$ cat src/rtl/score_pulse_gen_pkg.sv
// Shared types and constants for the line-clear score pulse generator.
package tetris_score_pkg;

    typedef logic [7:0] points_t;
    typedef logic [2:0] lines_t;

    // Largest single-event award (4 lines, level 15, back-to-back bonus).
    localparam int MAX_EVENT_PTS = 192;

    // Indexed directly by the 3-bit line count; codes 5..7 score nothing.
    localparam logic [3:0] BASE_PTS [0:7] = '{4'd0, 4'd1, 4'd3, 4'd5, 4'd8, 4'd0, 4'd0, 4'd0};

endpackage

$ cat src/rtl/score_pulse_gen_if.sv
// Engine-to-scorer line-clear event handshake.
interface score_pulse_gen_if
    import tetris_score_pkg::*;
#(
    parameter int LEVEL_W = 4
) ();

    logic               clr_valid;
    logic               clr_ready;
    lines_t             clr_lines;
    logic [LEVEL_W-1:0] level;

    modport master (output clr_valid, clr_lines, level, input clr_ready);
    modport slave  (input clr_valid, clr_lines, level, output clr_ready);

endinterface

$ cat src/rtl/score_pulse_gen_calc.sv
// Combinational award for one line-clear event: BASE[lines]*(level+1),
// plus half again for a back-to-back 4-line clear.
module score_points_calc
    import tetris_score_pkg::*;
#(
    parameter int LEVEL_W = 4
) (
    input  lines_t             lines,
    input  logic [LEVEL_W-1:0] level,
    input  logic               b2b,
    output points_t            points
);

    localparam int PW = LEVEL_W + 5;

    logic [PW-1:0] w_base;
    logic [PW-1:0] w_mul;
    logic [PW-1:0] w_prod;
    logic [PW-1:0] w_bonus;

    assign w_base  = PW'(BASE_PTS[lines]);
    assign w_mul   = PW'(level) + PW'(1);
    assign w_prod  = w_base * w_mul;
    assign w_bonus = (b2b && (lines == 3'd4)) ? (w_prod >> 1) : '0;
    assign points  = points_t'(w_prod + w_bonus);

endmodule

$ cat src/rtl/score_pulse_gen.sv
// Turns accepted line-clear events into 1-cycle score pulses via a pending
// accumulator. Define SCORE_B2B_EN to enable the back-to-back 4-line bonus.
module score_pulse_gen
    import tetris_score_pkg::*;
#(
    parameter int LEVEL_W = 4,
    parameter int PEND_W  = 12
) (
    input  logic              clk,
    input  logic              reset,
    score_pulse_gen_if.slave  clr_if,
    input  logic              hold,
    output logic              score,
    output logic              busy,
    output logic [PEND_W-1:0] pending
);

    // Worst case: pending at the limit plus one maximal event still fits.
    localparam int READY_LIM = (2 ** PEND_W) - 1 - MAX_EVENT_PTS;

    logic              r_vld_p0;
    points_t           r_pts_p0;
    logic [PEND_W-1:0] r_pend;
    logic              r_score;

    logic              w_b2b;
    points_t           w_pts;
    points_t           w_add;
    logic [PEND_W:0]   w_sum;
    logic [PEND_W:0]   w_next;
    logic              w_ready;
    logic              w_accept;
    logic              w_emit;

    function automatic logic [PEND_W-1:0] sat_pend(input logic [PEND_W:0] v);
        return v[PEND_W] ? '1 : v[PEND_W-1:0];
    endfunction

`ifdef SCORE_B2B_EN
    logic r_b2b;

    always_ff @(posedge clk) begin
        if (reset) begin
            r_b2b <= 1'b0;
        end else if (w_accept) begin
            if (clr_if.clr_lines == 3'd4) begin
                r_b2b <= 1'b1;
            end else if (clr_if.clr_lines != 3'd0 && clr_if.clr_lines < 3'd4) begin
                r_b2b <= 1'b0;
            end
        end
    end

    assign w_b2b = r_b2b;
`else
    assign w_b2b = 1'b0;
`endif

    score_points_calc #(
        .LEVEL_W (LEVEL_W)
    ) u_calc (
        .lines  (clr_if.clr_lines),
        .level  (clr_if.level),
        .b2b    (w_b2b),
        .points (w_pts)
    );

    assign w_add    = r_vld_p0 ? r_pts_p0 : '0;
    assign w_sum    = {1'b0, r_pend} + {{(PEND_W + 1 - 8){1'b0}}, w_add};
    assign w_ready  = (w_sum <= (PEND_W + 1)'(READY_LIM));
    assign w_accept = clr_if.clr_valid && w_ready;
    assign w_emit   = (r_pend != '0) && !hold;
    // emit is only ever set when pending is nonzero, so this cannot wrap below zero
    assign w_next   = w_sum - {{PEND_W{1'b0}}, w_emit};

    // Stage p0: event points captured at accept
    always_ff @(posedge clk) begin
        if (reset) begin
            r_vld_p0 <= 1'b0;
        end else begin
            r_vld_p0 <= w_accept;
        end
    end

    always_ff @(posedge clk) begin
        if (w_accept) begin
            r_pts_p0 <= w_pts;
        end
    end

    // Accumulator and pulse output
    always_ff @(posedge clk) begin
        if (reset) begin
            r_pend  <= '0;
            r_score <= 1'b0;
        end else begin
            r_pend  <= sat_pend(w_next);
            r_score <= w_emit;
        end
    end

    assign clr_if.clr_ready = w_ready;
    assign score            = r_score;
    assign busy             = (r_pend != '0) || r_vld_p0;
    assign pending          = r_pend;

endmodule

$ cat src/flat_wrapper.sv
// flat-port wrapper written by rule: the top's interface ports become plain ports
module score_pulse_gen_flat import tetris_score_pkg::*;
#(
    parameter int LEVEL_W = 4,
    parameter int PEND_W  = 12
)
  (clk, reset, hold, score, busy, pending, clr_if_clr_valid, clr_if_clr_lines, clr_if_level, clr_if_clr_ready);
  score_pulse_gen_if #(.LEVEL_W(LEVEL_W)) clr_if_i ();
  input  logic clk;
  input  logic reset;
  input  logic hold;
  output logic score;
  output logic busy;
  output logic [PEND_W-1:0] pending;
  input wire logic [$bits(clr_if_i.clr_valid)-1:0] clr_if_clr_valid;
  input wire logic [$bits(clr_if_i.clr_lines)-1:0] clr_if_clr_lines;
  input wire logic [$bits(clr_if_i.level)-1:0] clr_if_level;
  output wire logic [$bits(clr_if_i.clr_ready)-1:0] clr_if_clr_ready;
  assign clr_if_i.clr_valid = clr_if_clr_valid;
  assign clr_if_i.clr_lines = clr_if_clr_lines;
  assign clr_if_i.level = clr_if_level;
  assign clr_if_clr_ready = clr_if_i.clr_ready;
  score_pulse_gen #(.LEVEL_W(LEVEL_W), .PEND_W(PEND_W)) u_core (.clk(clk), .reset(reset), .clr_if(clr_if_i), .hold(hold), .score(score), .busy(busy), .pending(pending));
endmodule
$ cat config.mk
export PLATFORM = sky130hd
export DESIGN_NAME = score_pulse_gen_flat
export DESIGN_NICKNAME = d
export VERILOG_FILES = /design/src/rtl/score_pulse_gen_pkg.sv /design/src/rtl/score_pulse_gen_if.sv /design/src/rtl/score_pulse_gen_calc.sv /design/src/rtl/score_pulse_gen.sv /design/src/flat_wrapper.sv
export SDC_FILE = /design/constraint.sdc
export NUM_CORES = 1
export LEC_CHECK = 0
export CAP_MARGIN = 20
export CORE_ASPECT_RATIO = 1.4
export CORE_MARGIN = 2
export CORE_UTILIZATION = 58
export CTS_CLUSTER_DIAMETER = 200
export DETAILED_ROUTE_END_ITERATION = 8
export DONT_BUFFER_PORTS = 1
export PLACE_DENSITY_LB_ADDON = 0.3
export SLEW_MARGIN = 20
export SYNTH_ARGS = -nofsm -noshare
export SYNTH_HDL_FRONTEND = slang
export SYNTH_SLANG_ARGS = --single-unit
$ cat constraint.sdc
create_clock -name clk -period 3.59 [get_ports clk]
set_clock_uncertainty 0.05 [all_clocks]
set_input_delay 0.718 -clock clk [delete_from_list [all_inputs] [get_ports clk]]
set_output_delay 0.718 -clock clk [all_outputs]
set_load 0.02 [all_outputs]
Word level (Yosys, flattened, before mapping) --
Memory sizes are Yosys's and may differ from the RTL's. Cells that the tools add are included.
Storage, ports and cells: flip-flop bits (word level) 22, bits in read-only memories 32, input bits 11, word-level logic and storage cells 21, memories 1
Memories:
- (no name shown) | depth 8, bits a word 4, rd ports 1, clocked after Yosys merged registers in 0, write ports 0, RTL line score_pulse_gen_calc.sv:21 | assign w_base = PW'(BASE_PTS[lines]);
Cells by class: $add $sub $neg 3, $mul 1, magnitude comparators 2, multiplexer cells 4, bitwise gates (word level) 1, reductions and logical operators 5
Operators by type and width (count):
- $add 12x8->13 | 1
- $le 13x12->1 const B | 1
- $sub 13x1->13 | 1
- $mux 12 | 1
- $reduce_bool 12->1 | 1
- $mul 4x5->8 | 1
- $mux 4 | 2
- $mux 8 | 1
- $add 4x1->5 const B | 1
- $ge 4x4->1 const B | 1
- $not 3->4 | 1
- $logic_and 1x1->1 | 2
- $logic_not 1->1 | 1
- $logic_or 1x1->1 | 1

Longest topological paths before layout --
Gate-level depths: netlist (run 1).
word-level depth 5, gate-level depth with buffers 12, gate-level depth less buffers 12

Hierarchy --
A second synthesis (run 1) with hierarchy kept.
Second synthesis, totals: cell total of the unflattened synthesis 294, area total of the unflattened synthesis 2651.3 um2
By module, submodules not included:
- score_pulse_gen | instances 1, cells an instance 164, area each 1656.6 um2, sequential area each 520.5 um2
- score_points_calc | instances 1, cells an instance 130, area each 994.7 um2, sequential area each 0.0 um2

Worst setup path before layout (run 1) --
Ideal clock, no wire load.
path type input-to-reg, start point in clr_if_clr_lines[0], end point reg u_core.r_pts_p0[7] (data pin), arrival time 3493 ps, data required time 3281 ps, path slack -212 ps, stages on the path 11, cells stage by stage or3b_2 or2_2 fa_1 inv_1 fa_1 ha_1 a21o_1 a21oi_1 o21bai_1 a21oi_1 xnor2_1
On the way: cells in the longest elaborated chain, start to end 5
Ends and longest elaborated chain:
- start: declaration | RTL line flat_wrapper.sv:16 | input wire logic [$bits(clr_if_i.clr_lines)-1:0] clr_if_clr_lines;
- $not 3->4 (implied by the code) | RTL line score_pulse_gen_calc.sv:21
- $mem_v2 8x4
- $mux 4 (implied by the code) (2 in series) | RTL line score_pulse_gen_calc.sv:21
- $mul 4x5->8 | RTL line score_pulse_gen_calc.sv:23 | assign w_prod = w_base * w_mul;
- via u_core.u_calc.points[7] | RTL line score_pulse_gen_calc.sv:11 | output points_t points
- end signal: assignment | RTL line score_pulse_gen.sv:87 | r_pts_p0 <= w_pts;
- end: declaration | RTL line score_pulse_gen.sv:22 | points_t r_pts_p0;
The timed path passes the listed nets, and every way through them passes these cells. The select of a mux whose other input is x is not followed. A chain may end at the register's enable or synchronous reset.

Final worst setup path (run 1) --
start point reg u_core.r_pts_p0[0], end point out clr_if_clr_ready
On the way: cells in the longest elaborated chain, start to end 3
Ends and longest elaborated chain:
- $mux 8 | RTL line score_pulse_gen.sv:68 | assign w_add = r_vld_p0 ? r_pts_p0 : '0;
- $add 12x8->13 | RTL line score_pulse_gen.sv:69 | assign w_sum = {1'b0, r_pend} + {{(PEND_W + 1 - 8){1'b0}}, w_add};
- $le 13x12->1 | RTL line score_pulse_gen.sv:70 | assign w_ready = (w_sum <= (PEND_W + 1)'(READY_LIM));
- end: declaration | RTL line flat_wrapper.sv:18 | output wire logic [$bits(clr_if_i.clr_ready)-1:0] clr_if_clr_ready;
Every way passes these cells.

==> results of run 1 <==
[power groups by stage]
stage	Clock (mW)	Sequential (mW)	Combinational (mW)
CTS	0.185	0.424	0.764
floorplan	0	0.431	0.540
detailed placement	0	0.424	0.724
global route	0.198	0.437	0.885
global placement	0	0.423	0.715
finish	0.182	0.430	0.809
[per-layer routing]
| metal | global-route usage | wire (um) | vias to the layer above | part of all wire |
|---|---|---|---|---|
| met5 | 0 | 0 | - | 0 |
| met4 | 0.160 | 356 | 0 | 0.068 |
| met3 | 0.0287 | 178 | 25 | 0.034 |
| met2 | 0.481 | 2820 | 59 | 0.54 |
| met1 | 0.261 | 1850 | 871 | 0.36 |
| li1 | - | - | 909 | - |
[cell families (layout without fill, tap and decap cells)]
family                   after synthesis  after routing
adder cells (fa/ha/maj)               29             29
buffers and inverters                 22             48
flip-flops                            22             22
AND/OR/NAND/NOR                       90             90
XOR/XNOR                              24             24
AO/OA/AOI/OAI                         53             53
multiplexers                           3              3
[final cells by class]
cell class | instances | area [sq um]
repair buffers | 27 | 203
inverters | 17 | 63.8
fillers | 281 | 1010
flip-flops and latches | 22 | 522
well taps | 42 | 52.6
clock buffers | 4 | 55.1
multi-input cells | 199 | 1740
[final timing paths]
| path | start | endpoint | slack, ns |
|---|---|---|---|
| max | u_core.r_pts_p0[0]$_DFFE_PP_ | clr_if_clr_ready | 0.03 |
| min | reset | u_core.pending[1]$_SDFF_PP0_ | 0.44 |
| max reg2reg | u_core.r_pts_p0[0]$_DFFE_PP_ | u_core.r_pts_p0[6]$_DFFE_PP_ | 0.32 |
| min reg2reg | u_core.pending[1]$_SDFF_PP0_ | u_core.pending[1]$_SDFF_PP0_ | 0.76 |
[cells in the final DEF (no fill, tap or decap), types with 2 or more instances in the layout]
cell type and count:
sky130_fd_sc_hd__nand2b_1 5, sky130_fd_sc_hd__fa_2 2, sky130_fd_sc_hd__xor2_1 6, sky130_fd_sc_hd__nand3b_1 2, sky130_fd_sc_hd__edfxtp_1 8, sky130_fd_sc_hd__nor4_1 4
sky130_fd_sc_hd__dfxtp_1 13, sky130_fd_sc_hd__nor2_1 29, sky130_fd_sc_hd__nor2b_1 3, sky130_fd_sc_hd__a21oi_1 12, sky130_fd_sc_hd__clkbuf_8 4, sky130_fd_sc_hd__xnor2_1 13
sky130_fd_sc_hd__mux2i_1 2, sky130_fd_sc_hd__xnor2_2 2, sky130_fd_sc_hd__nand3_1 5, sky130_fd_sc_hd__o211ai_1 4, sky130_fd_sc_hd__ha_1 18, sky130_fd_sc_hd__or2_2 4
sky130_fd_sc_hd__xor2_2 2, sky130_fd_sc_hd__a21oi_2 11, sky130_fd_sc_hd__ha_4 4, sky130_fd_sc_hd__o21a_1 2, sky130_fd_sc_hd__fa_1 5, sky130_fd_sc_hd__buf_4 27
sky130_fd_sc_hd__o21ai_0 3, sky130_fd_sc_hd__a211o_1 2, sky130_fd_sc_hd__nand2_1 8, sky130_fd_sc_hd__a21o_1 3, sky130_fd_sc_hd__nor3_1 3, sky130_fd_sc_hd__and3_1 3
sky130_fd_sc_hd__and2_1 9, sky130_fd_sc_hd__inv_1 17
[stage by stage]
stage          std cells  cell area, sq um  utilization
2_1_floorplan        243              2210            -
3_3_place_gp         298              2370        0.650
3_5_place_dp         298              2370        0.650
4_1_cts              306              2520        0.692
5_1_grt              311              2630        0.722
6_report             311              2630        0.722
[cells in the mapped netlist (all sizes together), types with 6 or more instances]
master	n
o21ai	6
a21oi	23
edfxtp	8
and2	10
nand3	6
nand2	9
xnor2	16
inv	17
dfxtp	14
fa	7
nor2	29
or2	6
xor2	8
ha	22
[timing repair]
item                                    4_1_cts  5_1_grt
gates resized for setup                      13       12
endpoints found under the hold margin         0        0
endpoints found under the setup margin        1        2
buffers inserted                              4        5
pin swaps                                     5        8
[flip-flops by register name, indices dropped and copies added (netlist names)]
register,cells
u_core.r_vld_p0,1
u_core.r_pts_p0,8
u_core.pending,12
u_core.score,1
==> metrics list, run 1 <==
- The later pin in the worst-skew pair is clocked with a latency of ~0.27 ns.
- Final worst path period share: 0.990
- Number of warnings issued by yosys: 0
- Of all cell types, the one taking the most synthesized area is sky130_fd_sc_hd__dfxtp_1.
- Setup violations remaining at the end of the flow were counted as 0.
- In this run the core area contains 26 standard-cell rows.
- After routing, the total negative slack on setup checks comes to 0 ns.
- Wire length of the first global-routing pass: 8690 um
- Total design power: 1.42 mW
- Area growth syn-to-layout: 19.4%
- The worst register-to-register path has a depth of 10.
- In this run, CTS created clock tree buffers numbering 3.
- Together, buffers and inverters on the worst path number 1.
- Static power due to leakage: between 1 and 1.5 nW
* Vias per cell: around 6.0
* Detailed-route wire length per cell: approximately 17 um
- Post-synthesis cell type count: 59
* Number of antenna-violating nets in the routed design: 0
- In the post-route analysis, the smallest setup slack over all paths is 0.0348 ns.
* Worst-path clk slew: 0.08 ns
- Critical path type: reg2out
- At the end of routability-driven placement, the weighted congestion stood at about 0.9.
* Startpoint kind of the worst setup timing path: flop
* Top-level port count: 26
- Global routing finished with a remaining overflow of 0.
* Worst slack after detailed placement: -0.160 ns
- Across the VDD grid, the largest voltage drop is roughly 460 uV.
- Of the total synthesized cell area, the portion taken by XOR and XNOR cells is 0.111.
* Switch Pwr: roughly 0.64 mW
- The flow ran to the end, and the final reports show no timing, DRC or antenna violations.
- Post-Route Hold Slack: 0.442 ns
- For this run, the slowest stage of the critical path takes 0.55 ns.
- The final number of hold-violating endpoints is 0.
* Drc violations: 0
* Clock group share of total power: 0.128
* Leading register cell type out of synthesis: sky130_fd_sc_hd__dfxtp_1
* Effective utilization at floorplan: 0.605
- Pwr/cell area: 540 nW/um^2
- In this run the cell area of the synthesized design comes to 2200 sq um.
- Area share of and/or/nand/nor cells after synthesis: 0.225
* Post-synth EDFFs: 8
- The count of buffers added on input and output ports is 0.
- In the final layout, the share of cells above drive strength 1 is 0.279.
* Hold Buf Count CTS: 0
- Count of TritonRoute iterations in the first routing pass: 4
- Fin crit period: 3.56 ns
- The min-delay analysis places its worst path in the category in2reg.
* Max FO, Critical Path: 4
- Traced cell by cell, the critical path runs through and2_4, ha_4, inv_1, fa_2, and2b_2, o21ai_4, a2bb2oi_4, nand3_2, xor2_2, o41a_1.
* Fraction of synthesized area in multiplexers: 0.0142
- 0 antenna diodes ended up in the layout.
* Worst hold path depth: 1
- The HPWL after detailed placement is 3980 um.
- Counting along the longest clock path gives a buffer depth of 2.
- The via count of the first global-routing pass is 1931.
* Drt first-iter violations: 108
* Biggest area contributors in the synthesized netlist: sky130_fd_sc_hd__dfxtp_1 13%, sky130_fd_sc_hd__ha_1 12%, sky130_fd_sc_hd__edfxtp_1 11%
* CTS tree: done
- The floorplan step set the die width to 56.1 um.
* Asr flop ratio synth: 0
- Setup repair after global routing could not meet its margin everywhere.
- The initial antenna violation count was 0.
* Worst slew margin: 0.619
- TritonCTS sink count: 22
* Category of cells accounting for the largest share of critical-path delay: compound AO/OA/AOI/OAI gates
* Internal power of the cells: 0.781 mW
- Of the total power, registers draw 0.303.
* Fmax achieved: 281 MHz
- The critical path runs through a total of 10 cells.
* Die area: 4310 sq um
* Number of instances in the synthesized netlist: 243
- The share of the Yosys chip area taken by registers is 0.236.
- The final layout contains routed wiring with a total length of 5200 um.
* Final Slew Violations: 0
- Share of the synthesized area in the top cell type: 0.127
- Critical Path Sink Type: primary output
* Largest family of logic cells by synthesized area: simple AND/OR/NAND/NOR gates
- Of the total synthesized cell area, the portion taken by full adders, half adders and majority gates is 0.189.
- Combinational share of power: 0.570
* CTS Root Cell: sky130_fd_sc_hd__clkbuf_8
* Fraction of power spent switching nets: 0.451
- The complex-gate fraction of the synthesized area is 0.182.
* CP required: roughly 2.8 ns
* Slew @ Worst Pin: between 0.5 and 0.6 ns
* Core Footprint: about 3600 sq um
- From bottom edge to top edge, the die measures 76.9 um.
* Vias after detailed routing: 1864
- Maximum number of pins on one net before global-route repair: 15
* Maximum capacitance violations: 0
- Data arrives at the worst endpoint at 2.79 ns.
- CP max-delay cell: sky130_fd_sc_hd__o41a_1
- H-tree lvl count: 1
- Synthesis inferred 22 register bits.
- Across every metal layer, demand over resource in global routing totals 0.256.
- Nets: a little over 300
* Mean Syn Cell Area: between 9 and 10 sq um
* Net count after synthesis: 283
Note: power is estimated with default switching activity, not from simulation.
==> run 2, diff against run 1 <==
Settings changed: ABC_AREA set to 0.
==> results of run 2 <==
Final layout, timing and power as in run 1 (identical DEF).
